==> config.mk <==
export PLATFORM = sky130hd
export DESIGN_NAME = fdiv_seq_flat
export DESIGN_NICKNAME = d
export VERILOG_FILES = /design/src/rtl/fdiv_seq_if.sv /design/src/rtl/fdiv_seq.sv /design/src/flat_wrapper.sv
export SDC_FILE = /design/constraint.sdc
export NUM_CORES = 1
export LEC_CHECK = 0
export CORE_MARGIN = 1
export CORE_UTILIZATION = 55
export CTS_BUF_LIST = sky130_fd_sc_hd__clkbuf_4
export DETAILED_ROUTE_END_ITERATION = 12
export MAX_ROUTING_LAYER = met4
export PLACE_DENSITY = 0.79
export SLEW_MARGIN = 20
export SYNTH_ARGS = -nofsm -noshare
export SYNTH_HDL_FRONTEND = slang
export SYNTH_SLANG_ARGS = --single-unit
export TNS_END_PERCENT = 1
==> constraint.sdc <==
create_clock -name clk -period 8.1 [get_ports clk]
set_input_delay 1.62 -clock clk [delete_from_list [all_inputs] [get_ports clk]]
set_output_delay 1.62 -clock clk [all_outputs]
set_load 0.02 [all_outputs]
==> src/rtl/fdiv_seq_if.sv <==
// Command interface between the FPU sequencer and the sequential divider.
// The sequencer drives the master side; the divider is the slave.
interface fdiv_seq_if #(
    parameter int unsigned W = 31
);
    logic         start;
    logic [W-1:0] dividend;
    logic [W-1:0] divisor;
    logic         busy;
    logic         done;
    logic [W-1:0] out;
    logic         ovf;
    logic         unf;
    logic         dz;

    modport master (
        output start, dividend, divisor,
        input  busy, done, out, ovf, unf, dz
    );

    modport slave (
        input  start, dividend, divisor,
        output busy, done, out, ovf, unf, dz
    );
endinterface

==> src/rtl/fdiv_seq.sv <==
// Multi-cycle MIX floating-point divider: byte pre-normalisation, restoring
// division retiring RADIX_BITS quotient bits per cycle, post-normalise and round.
module fdiv_seq #(
    parameter int unsigned BYTE       = 6,
    parameter int unsigned FBYTES     = 4,
    parameter int unsigned RADIX_BITS = 3,
    parameter int          EBIAS      = 32
) (
    input  logic      clk,
    input  logic      rst,
    fdiv_seq_if.slave bus
);
    localparam int unsigned F    = FBYTES * BYTE;
    localparam int unsigned W    = 1 + BYTE + F;
    localparam int unsigned R    = RADIX_BITS;
    localparam int unsigned N    = (F + BYTE + 1 + R - 1) / R;
    localparam int unsigned QB   = N * R;
    localparam int unsigned D    = QB - BYTE - F;
    localparam int unsigned EW   = BYTE + 3;
    localparam int unsigned RW   = F + R + 1;
    localparam int unsigned CW   = $clog2(N + 1);
    localparam int unsigned MAXM = (1 << R) - 1;

    typedef enum logic [1:0] {IDLE, NORM, DIV, RND} state_t;

    state_t        state_q, state_d;
    logic          sign_q, sign_d;
    logic [EW-1:0] eu_q, eu_d, ev_q, ev_d;
    logic [F-1:0]  fu_q, fu_d, fv_q, fv_d;
    logic [RW-1:0] r_q, r_d;
    logic [QB-1:0] s_q, s_d;
    logic [QB-1:0] q_q, q_d;
    logic [CW-1:0] cnt_q, cnt_d;
    logic [W-1:0]  out_q, out_d;
    logic          ovf_q, ovf_d, unf_q, unf_d, dz_q, dz_d;
    logic          done_q, done_d, busy_q, busy_d;

    // One restoring step: largest multiple m*fv not exceeding the shifted remainder
    logic [RW-1:0] r_sh, r_div, prod;
    logic [R-1:0]  m_div;

    always_comb begin
        r_sh  = (r_q << R) | RW'(s_q[QB-1 -: R]);
        r_div = r_sh;
        m_div = '0;
        prod  = '0;
        for (int unsigned m = 1; m <= MAXM; m++) begin
            prod = RW'(m) * RW'(fv_q);
            if (r_sh >= prod) begin
                r_div = r_sh - prod;
                m_div = R'(m);
            end
        end
    end

    // Post-normalise, round half-up on the first dropped bit, exponent range checks
    logic              q_big, rnd_up, ovf_c, unf_c;
    logic [QB-BYTE-1:0] qsel;
    logic [F:0]        fsum;
    logic [F-1:0]      frac_fin;
    logic [EW-1:0]     e_base, e_fin;

    always_comb begin
        q_big  = (q_q >> (QB - BYTE)) != '0;
        qsel   = q_big ? (QB-BYTE)'(q_q >> BYTE) : q_q[QB-BYTE-1:0];
        rnd_up = qsel[D-1:0] >= D'(1 << (D - 1));
        fsum   = (F+1)'(qsel[QB-BYTE-1 -: F]) + (F+1)'(rnd_up);
        e_base = eu_q - ev_q + EW'(EBIAS) + EW'(q_big);
        if (fsum[F]) begin
            frac_fin = F'(1) << (F - BYTE);
            e_fin    = e_base + EW'(1);
        end else begin
            frac_fin = fsum[F-1:0];
            e_fin    = e_base;
        end
        unf_c = e_fin[EW-1];
        ovf_c = !e_fin[EW-1] && (e_fin[EW-2:BYTE] != '0);
    end

    always_ff @(posedge clk) begin
        if (rst) begin
            state_q <= IDLE;
            sign_q  <= 1'b0;
            eu_q    <= '0;
            ev_q    <= '0;
            fu_q    <= '0;
            fv_q    <= '0;
            r_q     <= '0;
            s_q     <= '0;
            q_q     <= '0;
            cnt_q   <= '0;
            out_q   <= '0;
            ovf_q   <= 1'b0;
            unf_q   <= 1'b0;
            dz_q    <= 1'b0;
            done_q  <= 1'b0;
            busy_q  <= 1'b0;
        end else begin
            state_q <= state_d;
            sign_q  <= sign_d;
            eu_q    <= eu_d;
            ev_q    <= ev_d;
            fu_q    <= fu_d;
            fv_q    <= fv_d;
            r_q     <= r_d;
            s_q     <= s_d;
            q_q     <= q_d;
            cnt_q   <= cnt_d;
            out_q   <= out_d;
            ovf_q   <= ovf_d;
            unf_q   <= unf_d;
            dz_q    <= dz_d;
            done_q  <= done_d;
            busy_q  <= busy_d;
        end
    end

    always_comb begin
        state_d = state_q;
        sign_d  = sign_q;
        eu_d    = eu_q;
        ev_d    = ev_q;
        fu_d    = fu_q;
        fv_d    = fv_q;
        r_d     = r_q;
        s_d     = s_q;
        q_d     = q_q;
        cnt_d   = cnt_q;
        out_d   = out_q;
        ovf_d   = ovf_q;
        unf_d   = unf_q;
        dz_d    = dz_q;
        done_d  = 1'b0;
        busy_d  = busy_q;
        case (state_q)
            IDLE: begin
                if (bus.start) begin
                    sign_d  = bus.dividend[W-1] ^ bus.divisor[W-1];
                    eu_d    = EW'(bus.dividend[W-2 -: BYTE]);
                    ev_d    = EW'(bus.divisor[W-2 -: BYTE]);
                    fu_d    = bus.dividend[F-1:0];
                    fv_d    = bus.divisor[F-1:0];
                    ovf_d   = 1'b0;
                    unf_d   = 1'b0;
                    dz_d    = 1'b0;
                    busy_d  = 1'b1;
                    state_d = NORM;
                end
            end
            NORM: begin
                if (fv_q == '0) begin
                    out_d   = '0;
                    dz_d    = 1'b1;
                    done_d  = 1'b1;
                    busy_d  = 1'b0;
                    state_d = IDLE;
                end else if (fu_q == '0) begin
                    out_d   = {sign_q, {(W-1){1'b0}}};
                    done_d  = 1'b1;
                    busy_d  = 1'b0;
                    state_d = IDLE;
                end else if (fu_q[F-1 -: BYTE] == '0 || fv_q[F-1 -: BYTE] == '0) begin
                    if (fu_q[F-1 -: BYTE] == '0) begin
                        fu_d = fu_q << BYTE;
                        eu_d = eu_q - EW'(1);
                    end
                    if (fv_q[F-1 -: BYTE] == '0) begin
                        fv_d = fv_q << BYTE;
                        ev_d = ev_q - EW'(1);
                    end
                end else begin
                    // fu*2^(QB-BYTE) split as (fu>>BYTE)*2^QB + low bits fed in R at a time
                    r_d     = RW'(fu_q >> BYTE);
                    s_d     = {fu_q[BYTE-1:0], {(QB-BYTE){1'b0}}};
                    q_d     = '0;
                    cnt_d   = '0;
                    state_d = DIV;
                end
            end
            DIV: begin
                r_d   = r_div;
                s_d   = s_q << R;
                q_d   = (q_q << R) | QB'(m_div);
                cnt_d = cnt_q + CW'(1);
                if (cnt_q == CW'(N - 1)) begin
                    state_d = RND;
                end
            end
            RND: begin
                out_d   = unf_c ? {sign_q, {(W-1){1'b0}}} : {sign_q, e_fin[BYTE-1:0], frac_fin};
                ovf_d   = ovf_c;
                unf_d   = unf_c;
                done_d  = 1'b1;
                busy_d  = 1'b0;
                state_d = IDLE;
            end
            default: state_d = IDLE;
        endcase
    end

    assign bus.out  = out_q;
    assign bus.ovf  = ovf_q;
    assign bus.unf  = unf_q;
    assign bus.dz   = dz_q;
    assign bus.done = done_q;
    assign bus.busy = busy_q;
endmodule

==> src/flat_wrapper.sv <==
// flat-port wrapper written by rule: the top's interface ports become plain ports
module fdiv_seq_flat 
#(
    parameter int unsigned BYTE       = 6,
    parameter int unsigned FBYTES     = 4,
    parameter int unsigned RADIX_BITS = 3,
    parameter int          EBIAS      = 32
)
  (clk, rst, bus_start, bus_dividend, bus_divisor, bus_busy, bus_done, bus_out, bus_ovf, bus_unf, bus_dz);
  fdiv_seq_if #(.W((31))) bus_i ();
  input  logic clk;
  input  logic rst;
  input wire logic [$bits(bus_i.start)-1:0] bus_start;
  input wire logic [$bits(bus_i.dividend)-1:0] bus_dividend;
  input wire logic [$bits(bus_i.divisor)-1:0] bus_divisor;
  output wire logic [$bits(bus_i.busy)-1:0] bus_busy;
  output wire logic [$bits(bus_i.done)-1:0] bus_done;
  output wire logic [$bits(bus_i.out)-1:0] bus_out;
  output wire logic [$bits(bus_i.ovf)-1:0] bus_ovf;
  output wire logic [$bits(bus_i.unf)-1:0] bus_unf;
  output wire logic [$bits(bus_i.dz)-1:0] bus_dz;
  assign bus_i.start = bus_start;
  assign bus_i.dividend = bus_dividend;
  assign bus_i.divisor = bus_divisor;
  assign bus_busy = bus_i.busy;
  assign bus_done = bus_i.done;
  assign bus_out = bus_i.out;
  assign bus_ovf = bus_i.ovf;
  assign bus_unf = bus_i.unf;
  assign bus_dz = bus_i.dz;
  fdiv_seq #(.BYTE(BYTE), .FBYTES(FBYTES), .RADIX_BITS(RADIX_BITS), .EBIAS(EBIAS)) u_core (.clk(clk), .rst(rst), .bus(bus_i));
endmodule
==> metrics.txt, run 1 <==
# TYPE chip_impl_metric gauge
chip_impl_info{name="status",value="complete, but fails checks"} 1
chip_impl_info{name="violations",value="DRC"} 1
chip_impl_metric{name="cp_max_fo",unit=""} 9
chip_impl_metric{name="synth.net_count",unit=""} 3261
chip_impl_metric{name="synth.ff_latch_count",unit=""} 173
chip_impl_metric{name="postCtsResizedCells",unit=""} 0
chip_impl_metric{name="route.detailed.vias_per_inst",unit=""} 6.53
chip_impl_metric{name="finalNetCount",unit=""} 3300
chip_impl_metric{name="cts_sinks",unit=""} 173
chip_impl_metric{name="vias_in_the_first_global_route",unit=""} 21100
chip_impl_metric{name="ys_warnings",unit=""} 0
chip_impl_info{name="worst_r2r_startpoint",value="u_core.fv_q[3]"} 1
chip_impl_metric{name="synthDistinctLibCells",unit=""} 92
chip_impl_metric{name="worstPathRequired",unit="ns"} 8.65
chip_impl_metric{name="core_area",unit="um^2"} 38700
chip_impl_metric{name="n_fill_cell",unit=""} 3605
chip_impl_metric{name="initialDrtViolationCount",unit=""} 2225
chip_impl_metric{name="synth_top_area_share",unit="%"} 16.7
chip_impl_metric{name="fin_cells",unit=""} 3448
chip_impl_info{name="rsz0062_at_grt",value="no"} 1
chip_impl_metric{name="die_y",unit="um"} 201
chip_impl_info{name="worstSetupEndpointType",value="register"} 1
chip_impl_metric{name="fraction_of_final_layout_cells_sized_beyond_drive_strength_1",unit="%"} 4.34
chip_impl_info{name="synthFlopType",value="sky130_fd_sc_hd__dfxtp_1"} 1
chip_impl_metric{name="worstPathArrival",unit="ns"} 8.03
chip_impl_metric{name="pin_count_of_the_biggest_net_entering_global_routing",unit=""} 70
chip_impl_metric{name="fin_tns_setup",unit="ns"} 0
chip_impl_metric{name="antenna_found_initial",unit=""} 4
chip_impl_metric{name="rrSetupSlack",unit="ns"} 0.62
chip_impl_metric{name="routed-via-count",unit=""} 22500
chip_impl_metric{name="slew_viol_final",unit=""} 0
chip_impl_metric{name="setup_viol",unit=""} 0
chip_impl_metric{name="reg2reg_depth",unit=""} 30
chip_impl_info{name="min_delay_worst_endpoint",value="u_core.bus.ovf"} 1
chip_impl_metric{name="grt_overflow",unit=""} 0
chip_impl_metric{name="async_reset_ff_share",unit="%"} 0
chip_impl_info{name="r2r-end",value="u_core.r_q[3]"} 1
chip_impl_metric{name="globalRouteTotalUtil",unit="%"} 37.1
chip_impl_metric{name="port_buffers",unit=""} 100
chip_impl_metric{name="synth-seq-area-share",unit="%"} 16.0
chip_impl_metric{name="synth_enable_flop_cells",unit=""} 0
chip_impl_metric{name="wl_per_cell",unit="um"} 21.5
chip_impl_metric{name="post_synth_inst_count",unit=""} 2875
chip_impl_metric{name="number_of_placed_i_o_pins",unit=""} 101
chip_impl_metric{name="wirelength",unit="um"} 74100
chip_impl_metric{name="clock_tree.htree_level_count",unit=""} 4
chip_impl_metric{name="detail_route.drc_violations",unit=""} 1
chip_impl_metric{name="postRouteAntennaNets",unit=""} 0
chip_impl_metric{name="fin_crit_share",unit="%"} 92.3
chip_impl_metric{name="syn_avg_cell_area",unit="um^2"} 7.55
chip_impl_info{name="path_delay_family",value="compound AO/OA/AOI/OAI gates"} 1
chip_impl_metric{name="grt_first_pass_wirelength",unit="um"} 116000
chip_impl_info{name="critical-path-slowest-cell",value="sky130_fd_sc_hd__dfxtp_1"} 1
chip_impl_info{name="critical-path-top-cell-by-count",value="sky130_fd_sc_hd__a21o_1"} 1
chip_impl_metric{name="hpwl",unit="um"} 57600
chip_impl_metric{name="count_of_max_cap_constraint_violations",unit=""} 0
chip_impl_metric{name="hold_viol_final",unit=""} 0
chip_impl_metric{name="final_replace_weighted_congestion",unit=""} 1.04
chip_impl_metric{name="area_delta_synth_final",unit="%"} 8.42
chip_impl_info{name="critPathLaunchType",value="register"} 1
chip_impl_info{name="yosys.area.top_type",value="sky130_fd_sc_hd__ha_1"} 1
chip_impl_metric{name="worst-slew-pin-transition",unit="ns"} 1.22
chip_impl_metric{name="timing.critical_path.buf_inv",unit=""} 3
chip_impl_info{name="critical_path_class",value="register to register"} 1
chip_impl_metric{name="ctsHoldBuffers",unit=""} 0
chip_impl_info{name="clock_tree.root_cell",value="sky130_fd_sc_hd__clkbuf_4"} 1
chip_impl_metric{name="cp_slowest_stage_delay",unit="ns"} 0.60
chip_impl_metric{name="worst_clock_skew",unit="ns"} 0.0219
chip_impl_metric{name="clock_latency",unit="ns"} 0.61
chip_impl_metric{name="layout_min_cycle_time",unit="ns"} 7.48
chip_impl_metric{name="num_rows",unit=""} 72
chip_impl_info{name="hold_path_class",value="register to register"} 1
chip_impl_metric{name="dieWidth",unit="um"} 201
chip_impl_info{name="synth.top_cells.by_area",value="sky130_fd_sc_hd__ha_1 17%, sky130_fd_sc_hd__dfxtp_1 16%, sky130_fd_sc_hd__xnor2_1 6.2%, sky130_fd_sc_hd__a21oi_1 5.9%, sky130_fd_sc_hd__nand2_1 4.9%"} 1
chip_impl_metric{name="mapped_cell_area",unit="um^2"} 21700
chip_impl_metric{name="clk_path_buf_depth",unit=""} 2
chip_impl_metric{name="clock.fmax",unit="MHz"} 134
chip_impl_metric{name="cts_buffers",unit=""} 17
chip_impl_metric{name="firstDrtPassIters",unit=""} 12
chip_impl_metric{name="maxSlewHeadroom",unit="%"} 18.2
chip_impl_metric{name="cell_depth_of_the_worst_hold_path",unit=""} 2
chip_impl_metric{name="start_util",unit="%"} 56.0
chip_impl_info{name="cts_tree",value="built"} 1
chip_impl_metric{name="worst_path_clk_slew",unit="ns"} 0.16
chip_impl_metric{name="cts_post_setup_buffers_inserted",unit=""} 0
chip_impl_metric{name="die_area",unit="um^2"} 40200
chip_impl_metric{name="place_inst",unit=""} 3413
chip_impl_info{name="worstHoldStart",value="u_core.bus.ovf"} 1
[synthesized netlist by cell type, drive strengths merged (32+ instances only)]
cell type,number
a211oi,35
a21o,99
a21oi,256
a22oi,49
a311oi,42
a31oi,41
clkbuf,102
dfxtp,173
fa,32
ha,289
inv,124
nand2,287
nand2b,44
nand3,102
nand4,36
nor2,275
nor3,66
o21a,42
o21ai,136
xnor2,153
xor2,91
[layer usage]
metal | part of all wire [%] | wire length [um] | vias up | GRT usage, %
met4 | 4.3 | 3170 | 0 | 15.1
met5 | 0 | 0 | - | -
met3 | 8.5 | 6280 | 174 | 4.72
met1 | 44 | 32400 | 10600 | 49.9
li1 | - | - | 10600 | -
met2 | 44 | 32300 | 1180 | 55.9
[state kept, by name, indices dropped and copies added (netlist names), 4 cells and up, named ones only]
register,flops
u_core.ev_q,9
u_core.cnt_q,4
u_core.fv_q,24
u_core.eu_q,9
u_core.q_q,33
u_core.s_q,6
u_core.fu_q,24
u_core.r_q,25
u_core.bus.out,31
[kinds of logic after synthesis]
group / after synthesis / synth area share (%)
AO/OA/AOI/OAI: 905 / 28.0
adder cells (fa/ha/maj): 332 / 20.1
multiplexers: 32 / 1.49
AND/OR/NAND/NOR: 946 / 20.2
buffers and inverters: 243 / 4.38
flip-flops: 173 / 16.0
XOR/XNOR: 244 / 9.85
[through the flow]
step / instance area, um^2 / utilization (%) / hold slack [ns] / setup WS [ns]
after floorplan: 21700 / - / 0.432 / 1.63
after global placement: 23200 / 59.9 / 0.446 / 0.880
after detailed placement: 23200 / 59.9 / 0.456 / 0.728
after CTS: 23500 / 60.7 / 0.475 / 0.648
after global routing: 23500 / 60.7 / 0.516 / 0.128
final: 23500 / 60.7 / 0.473 / 0.624
[worst max-delay path by stage]
| stage | from | endpoint | slack (ns) | cells after the start |
|---|---|---|---|---|
| 5_1_grt | u_core.fv_q[3] | u_core.r_q[3] | 0.13 | 30 |
| 6_report | u_core.fv_q[3] | u_core.r_q[3] | 0.62 | 30 |
| 3_5_place_dp | u_core.fv_q[3] | u_core.r_q[3] | 0.73 | 30 |
| 3_3_place_gp | u_core.fv_q[3] | u_core.r_q[3] | 0.88 | 30 |
| 2_1_floorplan | u_core.fv_q[1] | u_core.r_q[3] | 1.63 | 30 |
| 4_1_cts | u_core.fv_q[3] | u_core.r_q[3] | 0.65 | 30 |
[worst register-to-register path, delay by kind of cell (launching register included)]
family | cells | cell delay [ns]
AOI/OAI and AO/OA | 18 | 3.75
xor gates and xnor gates | 1 | 0.19
adders and majority gates | 3 | 1.20
buffers and inverters | 3 | 0.40
DFF | 1 | 0.60
and+or+nand+nor | 5 | 1.29
[area by class of cell]
class | count | area, um^2 | area share (%)
Inverter | 125 | 469 | 1.99
Tap cell | 518 | 648 | 2.76
Antenna cell | 4 | 10.0 | 0.0426
Clock buffer | 17 | 128 | 0.543
Clock inverter | 14 | 164 | 0.697
Multi-Input combinational cell | 2459 | 17400 | 73.8
Timing Repair Buffer | 138 | 1280 | 5.46
Sequential cell | 173 | 3460 | 14.7
[cell usage in the layout (no fill, tap or decap), types with 36 or more instances in the layout]
cell,instances
sky130_fd_sc_hd__ha_1,289
sky130_fd_sc_hd__nand2_1,286
sky130_fd_sc_hd__nor2_1,271
sky130_fd_sc_hd__a21oi_1,251
sky130_fd_sc_hd__dfxtp_1,173
sky130_fd_sc_hd__xnor2_1,153
sky130_fd_sc_hd__inv_1,124
sky130_fd_sc_hd__o21ai_0,123
sky130_fd_sc_hd__nand3_1,101
sky130_fd_sc_hd__a21o_1,99
sky130_fd_sc_hd__clkdlybuf4s50_1,99
sky130_fd_sc_hd__xor2_1,91
sky130_fd_sc_hd__nor3_1,65
sky130_fd_sc_hd__a22oi_1,49
sky130_fd_sc_hd__o21a_1,42
sky130_fd_sc_hd__nand2b_1,42
sky130_fd_sc_hd__a31oi_1,41
sky130_fd_sc_hd__a311oi_1,41
sky130_fd_sc_hd__buf_4,39
sky130_fd_sc_hd__nand4_1,36
Power of run 1 is not shown: default switching activity piles up to over one toggle a cycle in this logic, so the estimate is an artifact.
==> inputs of run 2 (changes only) <==
Settings changed: CORE_MARGIN 1 to not set, CTS_CLUSTER_SIZE set to 30.
==> results of run 2 <==
The final DEF is identical to that of run 1; final timing and power are the same.
Power of run 2 is left out for the same reason.
